### src/rtl/uart_fifo_defs.sv
// Shared register map and bit layout for the memory-mapped UART FIFO front-end.
package uart_fifo_defs;

    // Register offsets relative to the peripheral base address
    localparam int OFF_STATUS = 0;
    localparam int OFF_DATA   = 1;
    localparam int OFF_CTRL   = 2;

    // STATUS register bit positions
    localparam int ST_RX_NONEMPTY  = 0;
    localparam int ST_TX_NOTFULL   = 1;
    localparam int ST_RX_OVF       = 2;
    localparam int ST_TX_DROP      = 3;
    localparam int ST_RX_COUNT_LSB = 8;
    localparam int ST_TX_COUNT_LSB = 16;

    // CTRL register bit positions
    localparam int CTRL_FLUSH_RX    = 0;
    localparam int CTRL_FLUSH_TX    = 1;
    localparam int CTRL_CLEAR_FLAGS = 2;

    // DATA read: valid flag sits just above the returned byte
    localparam int DATA_VALID_BIT = 8;

    typedef enum logic [1:0] {
        SEL_NONE,
        SEL_STATUS,
        SEL_DATA,
        SEL_CTRL
    } reg_sel_t;

    // Map a bus address onto one of the three registers, or none
    function automatic reg_sel_t decode_addr(input logic [31:0] addr, input logic [31:0] base);
        logic [31:0] off;
        off = addr - base;
        case (off)
            32'(OFF_STATUS): return SEL_STATUS;
            32'(OFF_DATA):   return SEL_DATA;
            32'(OFF_CTRL):   return SEL_CTRL;
            default:         return SEL_NONE;
        endcase
    endfunction

endpackage

### src/rtl/sync_fifo_sa.sv
// Show-ahead synchronous FIFO. dout always presents the oldest entry.
// A pop on an empty FIFO is ignored; a push on a full FIFO is accepted
// only when a real pop happens in the same cycle. Flush overrides both.
module sync_fifo_sa #(
    parameter int DEPTH = 16,
    parameter int WIDTH = 8
) (
    input  logic                       clk,
    input  logic                       rst,
    input  logic                       push,
    input  logic                       pop,
    input  logic                       flush,
    input  logic [WIDTH-1:0]           din,
    output logic [WIDTH-1:0]           dout,
    output logic [$clog2(DEPTH):0]     count,
    output logic                       full,
    output logic                       empty
);

    localparam int PTR_W = $clog2(DEPTH);
    localparam int CNT_W = PTR_W + 1;

    logic [WIDTH-1:0] mem [DEPTH];
    logic [PTR_W-1:0] wr_ptr;
    logic [PTR_W-1:0] rd_ptr;
    logic             do_pop;
    logic             do_push;

    assign empty   = (count == '0);
    assign full    = (count == CNT_W'(DEPTH));
    assign do_pop  = pop && !empty;
    assign do_push = push && (!full || do_pop);
    assign dout    = mem[rd_ptr];

    // Storage array; no reset needed since count gates visibility
    always_ff @(posedge clk) begin
        if (do_push && !flush) begin
            mem[wr_ptr] <= din;
        end
    end

    // Pointer and occupancy bookkeeping; flush empties the FIFO outright
    always_ff @(posedge clk or negedge rst) begin
        if (!rst) begin
            wr_ptr <= '0;
            rd_ptr <= '0;
            count  <= '0;
        end else if (flush) begin
            wr_ptr <= '0;
            rd_ptr <= '0;
            count  <= '0;
        end else begin
            if (do_push) begin
                wr_ptr <= wr_ptr + 1'b1;
            end
            if (do_pop) begin
                rd_ptr <= rd_ptr + 1'b1;
            end
            case ({do_push, do_pop})
                2'b10:   count <= count + 1'b1;
                2'b01:   count <= count - 1'b1;
                default: count <= count;
            endcase
        end
    end

endmodule

### src/rtl/uart_fifo_mm.sv
// Memory-mapped buffered UART front-end: RX/TX FIFOs between the uart core
// byte streams and CPU port B, with STATUS/DATA/CTRL registers and a
// one-cycle registered read response for the shared peripheral read mux.
module uart_fifo_mm
    import uart_fifo_defs::*;
#(
    parameter int DEPTH = 16,
    parameter int BASE  = 65541
) (
    input  logic        clk,
    input  logic        rst,
    input  logic [7:0]  rx_tdata,
    input  logic        rx_tvalid,
    output logic        rx_tready,
    output logic [7:0]  tx_tdata,
    output logic        tx_tvalid,
    input  logic        tx_tready,
    input  logic [31:0] addr_b,
    input  logic [31:0] data_b_in,
    input  logic [31:0] data_b_we,
    output logic [31:0] data_b,
    output logic        strobe_b
);

    localparam int CNT_W = $clog2(DEPTH) + 1;

    reg_sel_t         sel;
    logic             is_write;
    logic             hit;
    logic             rd_status;
    logic             rd_data;
    logic             wr_data;
    logic             wr_ctrl;

    logic [7:0]       rx_dout;
    logic [CNT_W-1:0] rx_count;
    logic             rx_full;
    logic             rx_empty;
    logic             rx_push;
    logic             rx_pop;
    logic             rx_flush;

    logic [CNT_W-1:0] tx_count;
    logic             tx_full;
    logic             tx_empty;
    logic             tx_pop;
    logic             tx_flush;

    logic             rx_ovf;
    logic             tx_drop;
    logic             rx_ovf_set;
    logic             tx_drop_set;
    logic             flag_clear;

    logic [31:0]      read_value;
    logic             unused_bits;

    assign sel       = decode_addr(addr_b, 32'(BASE));
    assign is_write  = |data_b_we;
    assign hit       = (sel != SEL_NONE);
    assign rd_status = (sel == SEL_STATUS) && !is_write;
    assign rd_data   = (sel == SEL_DATA) && !is_write;
    assign wr_data   = (sel == SEL_DATA) && is_write;
    assign wr_ctrl   = (sel == SEL_CTRL) && is_write;

    // The receiver is never throttled; the ready simply tracks reset
    assign rx_tready = rst;
    assign rx_push   = rx_tvalid && rx_tready;
    assign rx_pop    = rd_data && !rx_empty;
    assign rx_flush  = wr_ctrl && data_b_in[CTRL_FLUSH_RX];

    assign tx_tvalid = !tx_empty;
    assign tx_pop    = tx_tvalid && tx_tready;
    assign tx_flush  = wr_ctrl && data_b_in[CTRL_FLUSH_TX];

    // A flush swallows any same-cycle push, so it must never flag a loss
    assign rx_ovf_set  = rx_push && rx_full && !rx_pop && !rx_flush;
    assign tx_drop_set = wr_data && tx_full && !tx_pop && !tx_flush;
    assign flag_clear  = wr_ctrl && data_b_in[CTRL_CLEAR_FLAGS];

    assign unused_bits = &{1'b0, data_b_in[31:8]};

    sync_fifo_sa #(.DEPTH(DEPTH), .WIDTH(8)) u_rx_fifo (
        .clk   (clk),
        .rst   (rst),
        .push  (rx_push),
        .pop   (rx_pop),
        .flush (rx_flush),
        .din   (rx_tdata),
        .dout  (rx_dout),
        .count (rx_count),
        .full  (rx_full),
        .empty (rx_empty)
    );

    sync_fifo_sa #(.DEPTH(DEPTH), .WIDTH(8)) u_tx_fifo (
        .clk   (clk),
        .rst   (rst),
        .push  (wr_data),
        .pop   (tx_pop),
        .flush (tx_flush),
        .din   (data_b_in[7:0]),
        .dout  (tx_tdata),
        .count (tx_count),
        .full  (tx_full),
        .empty (tx_empty)
    );

    // Read value for the current address, built from pre-update state
    always_comb begin
        read_value = '0;
        if (rd_status) begin
            read_value[ST_RX_NONEMPTY]              = !rx_empty;
            read_value[ST_TX_NOTFULL]               = !tx_full;
            read_value[ST_RX_OVF]                   = rx_ovf;
            read_value[ST_TX_DROP]                  = tx_drop;
            read_value[ST_RX_COUNT_LSB +: 8]        = 8'(rx_count);
            read_value[ST_TX_COUNT_LSB +: 8]        = 8'(tx_count);
        end else if (rd_data && !rx_empty) begin
            read_value[DATA_VALID_BIT]              = 1'b1;
            read_value[7:0]                         = rx_dout;
        end
    end

    // Sticky loss flags; a same-cycle set beats a clear
    always_ff @(posedge clk or negedge rst) begin
        if (!rst) begin
            rx_ovf  <= 1'b0;
            tx_drop <= 1'b0;
        end else begin
            rx_ovf  <= (rx_ovf  && !flag_clear) || rx_ovf_set;
            tx_drop <= (tx_drop && !flag_clear) || tx_drop_set;
        end
    end

    // Registered port-B response for the shared read mux
    always_ff @(posedge clk or negedge rst) begin
        if (!rst) begin
            data_b   <= '0;
            strobe_b <= 1'b0;
        end else begin
            data_b   <= read_value;
            strobe_b <= hit;
        end
    end

endmodule

### config.mk
export PLATFORM = sky130hd
export DESIGN_NAME = uart_fifo_mm
export DESIGN_NICKNAME = d
export VERILOG_FILES = /design/src/rtl/uart_fifo_defs.sv /design/src/rtl/sync_fifo_sa.sv /design/src/rtl/uart_fifo_mm.sv
export SDC_FILE = /design/constraint.sdc
export NUM_CORES = 1
export LEC_CHECK = 0
export BUFFER_PORTS_ARGS = -buffer_cell sky130_fd_sc_hd__buf_2
export CAP_MARGIN = 20
export CORE_ASPECT_RATIO = 1.75
export CORE_MARGIN = 2
export CORE_UTILIZATION = 40
export CTS_CLUSTER_DIAMETER = 100
export DETAILED_ROUTE_END_ITERATION = 6
export HOLD_SLACK_MARGIN = 0.12
export PLACE_DENSITY = 0.6
export SLEW_MARGIN = 20
export SYNTH_ARGS = -nofsm -noshare
export SYNTH_HDL_FRONTEND = slang
export SYNTH_SLANG_ARGS = --single-unit
### constraint.sdc
create_clock -name clk -period 5.75 [get_ports clk]
set_input_delay 0.8625 -clock clk [delete_from_list [all_inputs] [get_ports clk]]
set_output_delay 0.8625 -clock clk [all_outputs]
set_load 0.03 [all_outputs]
Yosys cells after proc, flatten, opt, wreduce, memory -nomap -nowiden
Memories as Yosys holds them, arrays and structs flattened. Index checks and enable logic that the tools add are counted.

Register bits after elaboration: 53. Logic and storage cells: 103. Input bits: 108. Memory bits (writable): 256. Output and inout port bits: 43. Memories: 2.

Memories: u_rx_fifo.mem (depth 16, width 8, read ports 1, clocked after Yosys merged registers in 0, write ports 1, line sync_fifo_sa.sv:23) `logic [WIDTH-1:0] mem [DEPTH];`; u_tx_fifo.mem (depth 16, width 8, read ports 1, clocked after Yosys merged registers in 0, write ports 1, line sync_fifo_sa.sv:23).

Mux-type cells: 22. $add $sub $neg: 9. Equality and inequality tests: 11. Reductions and logical operators: 49.

Operator list (count): $mux W4 (10); $eq A32 B1 Y1 const B (1); $eq A32 B2 Y1 const B (1); $logic_not A32 Y1 (1); $reduce_or A32 Y1 (1); $sub A32 B17 Y32 const B (1); $logic_and A1 B1 Y1 (24); $pmux W5 S2 (2); $add A4 B1 Y4 const B (4); $mux W12 (1); $add A5 B1 Y5 const B (2); $eq A5 B5 Y1 const B (2); $logic_not A1 Y1 (10); $logic_not A5 Y1 (2); $mux W5 (2); $reduce_bool A2 Y1 (5); $sub A5 B1 Y5 const B (2); $mux W9 (1); $eq A2 B2 Y1 const B (4); $eq A2 B1 Y1 const B (3); $pmux W2 S3 (1); $reduce_bool A3 Y1 (2); $mux W1 (5); $logic_or A1 B1 Y1 (4).

Longest topological paths before layout
Gate-level depths: netlist of run 1.

Depth after elaboration: 12. Mapped depth: 17. Gate-level depth less buffers: 15.

By module
A second synthesis of run 1 with hierarchy kept.

Cell total of the unflattened synthesis: 770. Area total of the unflattened synthesis: 13291.5 um2.

Modules (own cells, without submodules): sync_fifo_sa (instances 2, sequential area each 4169.0 um2, area an instance 5791.8 um2, cells an instance 291); uart_fifo_mm (instances 1, sequential area each 525.5 um2, area an instance 1707.9 um2, cells an instance 188).

Worst setup path after synthesis of run 1
No wires, ideal clock.

Kind: in2reg. Start point: in addr_b[17]. End point: mem u_rx_fifo.mem[12][0] (enable). Required time: 5.352 ns. Setup slack: 1.277 ns. Stages: 10. Path buffers: 2. Arrival time: 4.075 ns. Setup time: 0.398 ns. Cells stage by stage: or4_1 -> buf_2 -> or4_1 -> a221oi_2 -> o211ai_2 -> nor3_1 -> a21oi_1 -> nand2b_1 -> clkbuf_1 -> nor4b_1.

Longest elaborated chain between the ends: 12. Elaborated cells on any way between the ends: 18. Those cells by class: 1 x add/sub; 4 x eq/ne; 3 x mux; 10 x reduce/logical.

Ends and longest elaborated chain: start, declared (line uart_fifo_mm.sv:18) `input logic [31:0] addr_b,`; $sub A32 B17 Y32 * (line uart_fifo_defs.sv:35) `off = addr - base;`; $eq A32 B2 Y1 (tied with other cells) (line uart_fifo_defs.sv:36) `case (off)`; $pmux W2 S3 * (line uart_fifo_defs.sv:36); $eq A2 B2 Y1 (line uart_fifo_mm.sv:62) `assign rd_data = (sel == SEL_DATA) && !is_write;`; $logic_and A1 B1 Y1 (line uart_fifo_mm.sv:62); $logic_and A1 B1 Y1 (line uart_fifo_mm.sv:69) `assign rx_pop = rd_data && !rx_empty;`; $logic_and A1 B1 Y1 (line sync_fifo_sa.sv:31) `assign do_pop = pop && !empty;`; $logic_or A1 B1 Y1 (line sync_fifo_sa.sv:32) `assign do_push = push && (!full || do_pop);`; $logic_and A1 B1 Y1 (line sync_fifo_sa.sv:32); $logic_and A1 B1 Y1 * (line sync_fifo_sa.sv:37) `if (do_push && !flush) begin`; $mux W1 * (line sync_fifo_sa.sv:37); $mux W1 (implied by the code) * (line sync_fifo_sa.sv:38) `mem[wr_ptr] <= din;`; end, declared (line sync_fifo_sa.sv:23).

Mark *: on every way between the ends. The rest lies on a longest branch, timed or not.

Worst setup path after layout of run 1
Start point: in addr_b[3]. End point: reg u_rx_fifo.count[4].

Longest elaborated chain between the ends: 12. Elaborated cells on any way between the ends: 19. Those cells by class: 1 x add/sub; 6 x eq/ne; 3 x mux; 9 x reduce/logical.

Ends and longest elaborated chain: $sub A32 B17 Y32 * (line uart_fifo_defs.sv:35); $eq A32 B2 Y1 (tied with other cells) (line uart_fifo_defs.sv:36); $pmux W2 S3 * (line uart_fifo_defs.sv:36); $eq A2 B2 Y1 (line uart_fifo_mm.sv:62); $logic_and A1 B1 Y1 (line uart_fifo_mm.sv:62); $logic_and A1 B1 Y1 (line uart_fifo_mm.sv:69); $logic_and A1 B1 Y1 (line sync_fifo_sa.sv:31); $logic_or A1 B1 Y1 (line sync_fifo_sa.sv:32); $logic_and A1 B1 Y1 (line sync_fifo_sa.sv:32); $eq A2 B1 Y1 or $eq A2 B2 Y1 (tied branches) (line sync_fifo_sa.sv:59) `case ({do_push, do_pop})`; $pmux W5 S2 (line sync_fifo_sa.sv:59); $mux W5 (line sync_fifo_sa.sv:48) `end else if (flush) begin`; end signal, assigned (line sync_fifo_sa.sv:60) `2'b10: count <= count + 1'b1;`; end signal, assigned (line sync_fifo_sa.sv:61) `2'b01: count <= count - 1'b1;`; end signal, assigned (line sync_fifo_sa.sv:62) `default: count <= count;`; end, declared (line sync_fifo_sa.sv:15) `output logic [$clog2(DEPTH):0] count,`.

Marked as above. A chain may end at the register's enable or synchronous reset.

==> results.toml, run 1 <==
[placement]
routabilityCongestion = 0.861
place_inst = 1339
place_hpwl_mm = 21.4
io_buffers = 112
place_area_um2 = 14300

[floorplan]
initial_utilization_pct = 40.3
boundaryPins = 151
core_um2 = 32800
dieArea_um2 = 34600
die_x_um = 141
die_h_um = 244
rows = 88

[power_and_ir_drop]
total_power_uw = 4810
power_frac_seq_pct = 51.8
ir_drop_uv = 276
intPower_uw = 3750
share_comb_of_total_power_pct = 7.3
power_leakage_uw = 0.00530
clkPwrFrac_pct = 40.9
swShare_pct = 22.2
switchingPower_uw = 1070
p_per_area_nw_per_um2 = 315

[cts]
root_buffer = "clkbuf_16"
cts_max_level = 1
hold_buffers = 0
clock_latency_ns = 0.56
cts_resized = 0
cts_tree = "done"
cts.sinks = 303
numCtsBuffers = 28
cts.reportedPaths.clkPinSlew_ns = 0.06
cts_setup_buffers = 0
clockBufferDepth = 3

[global_routing]
grtUsageMet3_pct = 2.13
grtUsageMet2_pct = 34.3
met1_usage_pct = 18.9
grt_pass1_vias = 7835
antenna_found_initial = 2
grt.total_usage_pct = 17.4
grt.busiest_layer = "met2"
grt_pass1_wl_mm = 45.5
gr-total-overflow = 0
grt_start_max_net_pins = 35

[final_layout]
fin_nets = 1090
fin_cells = 1392
drive_gt1_share_pct = 26.5
fin_util_pct = 46.6
multi_input_area_um2 = 4090
seq_area_um2 = 8870
design_area_um2 = 15300
area_growth_pct = 15.7
fill_cells = 2869

[logic_synthesis]
synthCells = 836
synth_cell_types = 65
ys.flop_type = "edfxtp_1"
ys_ff_latch = 303
synth_area_um2 = 13200
yosysSeqAreaShare_pct = 67.1
syn_area_per_cell_um2 = 15.8
synth_warnings = 0
synth_edf_count = 256
async_reset_ff_share_pct = 15.5

[detailed_routing]
drc = 0
wl_mm = 30.1
routedWlPerCell_um = 21.6
vias = 7601
antenna_left = 0
routed_via_density = 5.46
dr.pass1.iters = 7
first_iter_violations = 425

[timing]
finalHoldViolations = 0
fmaxAchievable_ghz = 0.223
worst_pin_slew_ns = 1.02
fin_setup_tns_ns = 0
setup-violations-final = 0
slew-limit-headroom_pct = 31.9
period_share_pct = 78.1
drv_slew = 0
post-route-min-period_ns = 4.49
rsz0062_at_grt = "false"
finalClockSkew_ns = 0.0131

[setup_path]
cpMaxStageDelayCell = "nor3_1"
required_ns = 6.16
crit_arrival_ns = 4.91
startpoint_type = "input pin"
path_class = "input pin to flip-flop"
cp_cell_sequence = "buf_2 -> nor3_1 -> nand4_1 -> mux2i_1 -> or3_4 -> or4_1 -> buf_4 -> nand3b_1 -> inv_1 -> ha_1 -> a21o_1 -> a21oi_1 -> nand2_1 -> nor3_1 -> a21o_1 -> o31ai_1"
cp_max_fo = 9
end_kind = "flip-flop"
worst_path_largest_cell_delay_ns = 0.54
worst_r2r_path_depth = 13

[job]
drv_cap = 0

[run_status]
status = "complete, no violations"

[hold_path]
hold_path.class = "input pin to async pin"
==> worst paths after layout <==
kind | startpoint | to | slack [ns]
max in group asynchronous | rst | u_tx_fifo.rd_ptr[0] | 4.62
setup reg to reg | u_rx_fifo.count[0] | u_rx_fifo.count[4] | 2.32
setup / recovery | addr_b[3] | u_rx_fifo.count[4] | 1.26
min in group clk | u_tx_fifo.rd_ptr[1] | u_tx_fifo.rd_ptr[1] | 0.56
hold reg to reg | u_tx_fifo.rd_ptr[1] | u_tx_fifo.rd_ptr[1] | 0.56
hold / removal | rst | u_rx_fifo.count[3] | 0.25
==> power by group through the flow <==
stage / Sequential [uW] / Clock (uW) / Combinational (uW)
after floorplan: 2530 / 0 / 220
after global placement: 2540 / 0 / 343
after detailed placement: 2540 / 0 / 352
after CTS: 2490 / 2020 / 354
after global routing: 2500 / 2100 / 394
final: 2490 / 1970 / 349
==> area by class of cell <==
cell class | count | area share [%]
clock buffers | 36 | 5.04
diodes | 1 | 0.0164
clock inverters | 16 | 1.41
well taps | 405 | 3.32
flip-flops and latches | 303 | 58.0
multi-input cells | 473 | 26.8
repair buffers | 139 | 4.99
inverters | 19 | 0.467
==> state kept, by name, indices dropped and copies added (netlist names) <==
name,flops
u_rx_fifo.rd_ptr,4
strobe_b,1
u_rx_fifo.count,5
data_b,18
u_tx_fifo.mem,128
u_tx_fifo.rd_ptr,4
u_tx_fifo.count,5
rx_ovf,1
tx_drop,1
u_rx_fifo.wr_ptr,4
u_rx_fifo.mem,128
u_tx_fifo.wr_ptr,4
==> layout by cell type (no fill, tap or decap), drive strengths merged, types with 18 or more instances in the layout <==
master,Yosys,final
a21oi,18,18
and2,18,18
buf,29,139
clkbuf,25,36
dfrtp,47,47
edfxtp,256,256
inv,19,19
mux2i,39,39
mux4,56,56
nand2,57,57
nand3,22,22
nor2,38,38
nor4,24,24
==> cells in the mapped netlist, drive strengths merged (10+ instances only) <==
master | instances | area share, %
clkbuf | 25 | 0.71
a21oi | 18 | 0.68
nand2 | 57 | 1.6
buf | 29 | 1.3
o22ai | 10 | 0.47
mux2i | 39 | 3.0
or3 | 11 | 0.56
o21ai | 14 | 0.53
edfxtp | 256 | 58
nor3 | 11 | 0.53
o221ai | 16 | 1.1
nor4 | 24 | 1.2
ha | 16 | 1.5
dfrtp | 47 | 8.9
nand3 | 22 | 0.83
inv | 19 | 0.54
mux4 | 56 | 9.5
nor2 | 38 | 1.1
and2 | 18 | 0.85
==> critical path: cells and delay by family <==
family,cells,cell delay [ns]
multiplexers,1,0.20
AND/OR/NAND/NOR,7,2.42
adder cells (fa/ha/maj),1,0.29
buffers and inverters,3,0.49
AO/OA/AOI/OAI,4,0.64
==> per-stage QoR <==
step                setup WS (ns)  hold WS (ns)
finish                       1.26         0.247
global route                 1.06         0.256
CTS                          1.39         0.230
detailed placement          0.807         0.547
global placement            0.903         0.535
floorplan                    1.28         0.466
==> kinds of logic (layout without fill, tap and decap cells) <==
kind of cell               after synthesis  count (layout)  synth area share, %
AOI/OAI and AO/OA                      102             102                 5.54
adders and majority gates               18              18                 1.82
xor gates and xnor gates                11              11                0.729
other                                    1              15               0.0284
DFF                                    303             303                 67.1
muxes                                   95              95                 12.5
and+or+nand+nor                        233             233                 9.77
buffers and inverters                   73             210                 2.54
==> per-layer routing <==
metal | routed length (um) | up-vias
li1 | - | 3560
met1 | 10900 | 3818
met2 | 17400 | 173
met3 | 1010 | 50
met4 | 788 | 0
met5 | 0 | -
Note: power is estimated with default switching activity, not from simulation.
==> run 2, diff against run 1 <==
==> constraint.sdc (replaced) <==
create_clock -name clk -period 4.57 [get_ports clk]
set_input_delay 0.6855 -clock clk [delete_from_list [all_inputs] [get_ports clk]]
set_output_delay 0.6855 -clock clk [all_outputs]
set_load 0.03 [all_outputs]
==> run 2 against run 1 <==
Effect of this change: cell count rose by 1.7%; count of clock-buffer cells in the layout unchanged; critical endpoint is now u_rx_fifo.mem[12][3]; die area stayed put; combinational power increased by 30%; power up 19%; clock power grew 9%.
==> results.toml, run 2 (synthesis results as in run 1) <==
[setup_path]
crit_family = "simple AND/OR/NAND/NOR gates"
path_buf_inv = 3
path_class = "input pin to flip-flop"
required_ns = 4.82
critical_path.most_common_cell = "buf_4"
cpMaxStageDelayCell = "or4_1"
end_kind = "flip-flop"
crit_arrival_ns = 4.19
worst_path_largest_cell_delay_ns = 0.64
cp_cell_sequence = "buf_2 -> or4_1 -> o31ai_1 -> o2111a_1 -> nand4_2 -> buf_4 -> nor3_2 -> a21oi_1 -> nand2b_1 -> nor4b_2 -> buf_4"
startpoint_type = "input pin"
cp_max_fo = 18

[detailed_routing]
antenna_left = 0
drc = 0
routedWlPerCell_um = 21.5
dr.pass1.iters = 5
routed_via_density = 5.45
first_iter_violations = 321
vias = 7717
wl_mm = 30.4

[cts]
cts_max_level = 1
root_buffer = "clkbuf_16"
clock_latency_ns = 0.56
cts_tree = "done"
numCtsBuffers = 28
clockBufferDepth = 3
cts_resized = 0
cts.reportedPaths.clkPinSlew_ns = 0.06
cts.sinks = 303

[timing]
fmaxAchievable_ghz = 0.254
fin_setup_tns_ns = 0
rsz0062_at_grt = "false"
finalClockSkew_ns = 0.0213
slew-limit-headroom_pct = 38.2
post-route-min-period_ns = 3.94
finalHoldViolations = 0
period_share_pct = 86.2
setup-violations-final = 0
drv_slew = 0
worst_pin_slew_ns = 0.927

[floorplan]
die_h_um = 244
dieArea_um2 = 34600
die_x_um = 141
initial_utilization_pct = 40.3
core_um2 = 32800
boundaryPins = 151
rows = 88

[final_layout]
fin_nets = 1118
reg.largest.list = "u_rx_fifo.mem (128), u_tx_fifo.mem (128), data_b (18)"
layout_commonest_cell = "edfxtp_1"
layout_common_cells = "256 x edfxtp_1, 112 x buf_2, 57 x nand2_1"
diodes = 0
drive_gt1_share_pct = 27.4
area_growth_pct = 16.1
design_area_um2 = 15300
fin_util_pct = 46.7

[hold_path]
hold_path.class = "input pin to flip-flop"

[global_routing]
gr-total-overflow = 0
grt.total_usage_pct = 17.8
grt_start_max_net_pins = 43
antenna_found_initial = 0
grt_pass1_wl_mm = 46.5
grt_pass1_vias = 7959

[placement]
place_area_um2 = 14500
routabilityCongestion = 0.882
place_hpwl_mm = 22.1
io_buffers = 112

[power_and_ir_drop]
power_leakage_uw = 0.00536
p_per_area_nw_per_um2 = 374
ir_drop_uv = 300

[run_status]
status = "complete, no violations"

[job]
drv_cap = 0
-- run 2: cell count changes in the layout (fill, tap and decap cells not counted) --
| cell | delta |
|---|---|
| clkinv_1 | +4 |
| dfrtp_2 | +1 |
| clkinv_2 | -5 |
| dlygate4sd3_1 | +1 |
| diode_2 | -1 |
| clkbuf_1 | +4 |
| buf_4 | +27 |
| clkinv_4 | +2 |
| dfrtp_1 | -1 |
| clkinvlp_4 | -1 |
| clkbuf_8 | -4 |
| bufinv_16 | -4 |
-- run 2: final timing paths --
| check | cells after the start | to | start | slack, ns |
|---|---|---|---|---|
| min in group asynchronous | 3 | data_b[1] | rst | 0.59 |
| worst min register to register | 1 | data_b[10] | u_rx_fifo.count[2] | 0.55 |
| max in group asynchronous | 4 | u_tx_fifo.rd_ptr[0] | rst | 3.11 |
| worst max-delay path | 11 | u_rx_fifo.mem[12][3] | addr_b[17] | 0.63 |
| worst min-delay path | 4 | u_tx_fifo.rd_ptr[1] | tx_tready | 0.49 |
| worst max register to register | 14 | u_rx_fifo.count[4] | u_rx_fifo.count[0] | 1.44 |
-- run 2: what timing repair did --
item,CTS,global route
hold endpoints to repair,5,0
hold buffers,1,0
buffers inserted,0,0
-- run 2: per-stage QoR --
| step | hold WS (ns) | setup WS, ns | total power [uW] | cells |
|---|---|---|---|---|
| 6_report | 0.494 | 0.632 | 5740 | 1415 |
| 5_1_grt | 0.495 | 0.339 | 5970 | 1415 |
| 4_1_cts | 0.472 | 0.672 | 5810 | 1415 |
| 3_5_place_dp | 0.557 | 0.0907 | 3660 | 1366 |
| 3_3_place_gp | 0.532 | 0.156 | 3640 | 1366 |
| 2_1_floorplan | 0.390 | 0.274 | 3460 | 849 |
-- run 2: final cells by class --
type / instances / area, um^2
Clock inverter: 12 / 95.1
Timing Repair Buffer: 167 / 976
Fill cell: 2915 / 17500
Multi-Input combinational cell: 473 / 4090
Clock buffer: 36 / 731
Inverter: 19 / 71.3
Sequential cell: 303 / 8870
Tap cell: 405 / 507
-- run 2: report_power, final --
group	internal [uW]	leakage [uW]	switching [uW]
Sequential	3080	0.00293	59.4
Clock	1180	0.000399	970
Combinational	170	0.00202	284
Total	4430	0.00536	1310
-- run 2: per-layer routing --
layer | wire length (um) | track usage, % | vias up
met2 | 18000 | 36.1 | 174
met4 | 797 | 5.91 | 0
met1 | 10600 | 18.7 | 3883
met3 | 1010 | 1.66 | 48
li1 | - | - | 3612
met5 | 0 | 0 | -
-- run 2: tightest hold or removal path: cells and delay by family --
family,cells,cell delay [ns]
buffers and inverters,1,0.10
AO/OA/AOI/OAI,1,0.06
AND/OR/NAND/NOR,2,0.16
==> run 3, diff against run 2 <==
--- a/config.mk
+++ b/config.mk
@@ -5,6 +5,7 @@
 export SDC_FILE = /design/constraint.sdc
 export NUM_CORES = 1
 export LEC_CHECK = 0
+export ABC_AREA = 1
 export BUFFER_PORTS_ARGS = -buffer_cell sky130_fd_sc_hd__buf_2
 export CAP_MARGIN = 20
 export CORE_ASPECT_RATIO = 1.75
==> constraint.sdc (replaced) <==
create_clock -name clk -period 4.7 [get_ports clk]
set_input_delay 0.705 -clock clk [delete_from_list [all_inputs] [get_ports clk]]
set_output_delay 0.705 -clock clk [all_outputs]
set_load 0.03 [all_outputs]
==> run 3 against run 2 <==
Effect of this change: core utilization down 0.71 points; synthesized cell count is 54% higher; cell count up 33%; sequential cell count did not move; final area is 5.3% higher; critical endpoint is now tx_tdata[1]; largest power group unchanged.
==> results.toml, run 3 <==
[timing]
fmaxAchievable_ghz = 0.288
setup-violations-final = 0
worst_pin_slew_ns = 0.825
post-route-min-period_ns = 3.47
rsz0062_at_grt = "false"
fin_setup_tns_ns = 0
drv_slew = 0
period_share_pct = 73.9
finalHoldViolations = 0
slew-limit-headroom_pct = 44.8
finalClockSkew_ns = 0.0246

[final_layout]
fin_nets = 1525
area_growth_pct = 14.2
fill_cells = 3297
reg.largest.list = "u_rx_fifo.mem (128), u_tx_fifo.mem (128), data_b (18)"
drive_gt1_share_pct = 17.2
layout_common_cells = "256 x edfxtp_1, 207 x nand2_1, 140 x nor2_1"
design_area_um2 = 16100
fin_cells = 1888
layout_commonest_cell = "edfxtp_1"
multi_input_area_um2 = 4610
seq_area_um2 = 8870

[detailed_routing]
routedWlPerCell_um = 18.2
top_layer_used = "met4"
wl_mm = 34.3
dr.pass1.iters = 5
wl_met2_mm = 19.6
routed_via_density = 5.10
first_iter_violations = 563
met1_length_mm = 12.4
vias = 9637
antenna_left = 0
dr_wl_met3_mm = 1.06
drc = 0

[logic_synthesis]
synth_top_area_share_pct = 54.4
yosysSeqAreaShare_pct = 62.7
synth_area_um2 = 14100
synth_most_common_cell = "edfxtp_1"
synth_top_cells_by_count = "256 x edfxtp_1, 207 x nand2_1, 140 x nor2_1, 99 x inv_1, 85 x o21ai_0"
synth_edf_count = 256
yosysTopAreaCell = "edfxtp_1"
synth_cell_types = 50
ys_ff_latch = 303
async_reset_ff_share_pct = 15.5
syn_area_per_cell_um2 = 11.0
ys.flop_type = "edfxtp_1"
synth_area_leaders = "edfxtp_1 54%, dfrtp_1 8.3%, nand2_1 5.5%, nor2_1 3.7%, o21ai_0 3.0%"
synth_warnings = 0
synthCells = 1289

[floorplan]
die_x_um = 146
initial_utilization_pct = 40.3
die_h_um = 253
dieArea_um2 = 36900
boundaryPins = 151
rows = 91
core_um2 = 35100

[run_status]
status = "complete, no violations"

[global_routing]
grt_pass1_vias = 9846
grt_start_max_net_pins = 67
grt.total_usage_pct = 18.7
antenna_found_initial = 1
grt_pass1_wl_mm = 53.7
gr-total-overflow = 0

[setup_path]
startpoint = "u_tx_fifo.rd_ptr[0]"
worst_r2r_path_depth = 14
reg2reg_to = "u_tx_fifo.count[4]"
cp_cell_sequence = "buf_4 -> mux2i_1 -> o21ai_0 -> o211ai_1 -> nand2_1 -> buf_2"
cp-endpoint = "tx_tdata[1]"
cpMaxStageDelayCell = "dfrtp_4"
end_kind = "primary output"
path_class = "flip-flop to primary output"
worst_path_largest_cell_delay_ns = 0.86
required_ns = 3.99
reg2reg_slack_ns = 1.68
cp_max_fo = 57
worst_r2r_startpoint = "u_tx_fifo.count[1]"
startpoint_type = "flip-flop"
crit_arrival_ns = 2.77

[placement]
place_area_um2 = 15200
io_buffers = 112
routabilityCongestion = 0.898
place_hpwl_mm = 24.4
place_inst = 1833

[power_and_ir_drop]
total_power_uw = 5810
power_leakage_uw = 0.00625
p_per_area_nw_per_um2 = 360
ir_drop_uv = 336

[cts]
cts.sinks = 303
cts_resized = 0
cts_tree = "done"
cts.reportedPaths.clkPinSlew_ns = 0.07
cts_max_level = 1
root_buffer = "clkbuf_16"
clockBufferDepth = 3
numCtsBuffers = 29
clock_latency_ns = 0.56
cts_setup_buffers = 0
hold_buffers = 0

[hold_path]
hold_path.class = "input pin to async pin"

[job]
drv_cap = 0
[run 3: cell types whose count changed in the layout (fill, tap and decap cells not counted), moves of 16 or more]
cell and delta:
mux4_2 -56, nand3_1 +57, nor2_2 +16, o21ai_0 +75, a21oi_1 +39, buf_4 -35, nand4_1 +24, nand2_1 +150
o211ai_1 +29, nor2_1 +103, and2_1 -17, inv_1 +79
[run 3: worst min-delay path by stage]
stage	start	to	slack (ns)	depth (start not counted)
floorplan	rst	data_b[0]	0.41	0
global placement	rx_ovf	rx_ovf	0.47	2
detailed placement	rx_ovf	rx_ovf	0.47	2
CTS	rst	data_b[5]	0.31	2
global route	rst	data_b[9]	0.34	2
finish	rst	data_b[8]	0.30	2
[run 3: cell families (layout without fill, tap and decap cells)]
| group | count (synthesis) | count (layout) | synth area share [%] |
|---|---|---|---|
| flip-flops | 303 | 303 | 62.7 |
| AO/OA/AOI/OAI | 220 | 220 | 9.44 |
| adder cells (fa/ha/maj) | 18 | 18 | 1.70 |
| multiplexers | 32 | 32 | 2.27 |
| XOR/XNOR | 14 | 14 | 0.867 |
| buffers and inverters | 171 | 291 | 5.05 |
| AND/OR/NAND/NOR | 530 | 530 | 18.0 |
| other | 1 | 15 | 0.0265 |
[run 3: power breakdown]
| part | total [uW] | internal, uW | switching (uW) |
|---|---|---|---|
| clock | 2380 | 1390 | 996 |
| combinational | 388 | 123 | 265 |
| sequential | 3040 | 2990 | 52.0 |
[run 3: cell type report]
| cell class | count | area share [%] |
|---|---|---|
| inverters | 106 | 2.46 |
| clock inverters | 20 | 1.32 |
| well taps | 465 | 3.60 |
| diodes | 1 | 0.0155 |
| flip-flops and latches | 303 | 54.9 |
| repair buffers | 131 | 4.36 |
| clock buffers | 34 | 4.74 |
| multi-input cells | 828 | 28.6 |
[run 3: per-layer routing]
layer	global-route usage, %	up-vias
met1	19.0	4619
met3	2.11	67
li1	-	4752
met4	7.66	0
met2	37.9	199
met5	0	-
[run 3: worst max-delay path: cells and delay by family, from the launching register on]
| family | cells | cell delay [ns] |
|---|---|---|
| DFF | 1 | 0.86 |
| AOI/OAI and AO/OA | 2 | 0.42 |
| buffers and inverters | 2 | 0.61 |
| muxes | 1 | 0.21 |
| and+or+nand+nor | 1 | 0.09 |
[run 3: metrics by stage]
stage	utilization [%]	hold WS (ns)	setup WS, ns
finish	46.0	0.299	1.23
detailed placement	43.2	0.469	0.752
global route	46.0	0.341	0.935
floorplan	-	0.409	1.49
CTS	46.0	0.311	1.18
global placement	43.2	0.467	0.771
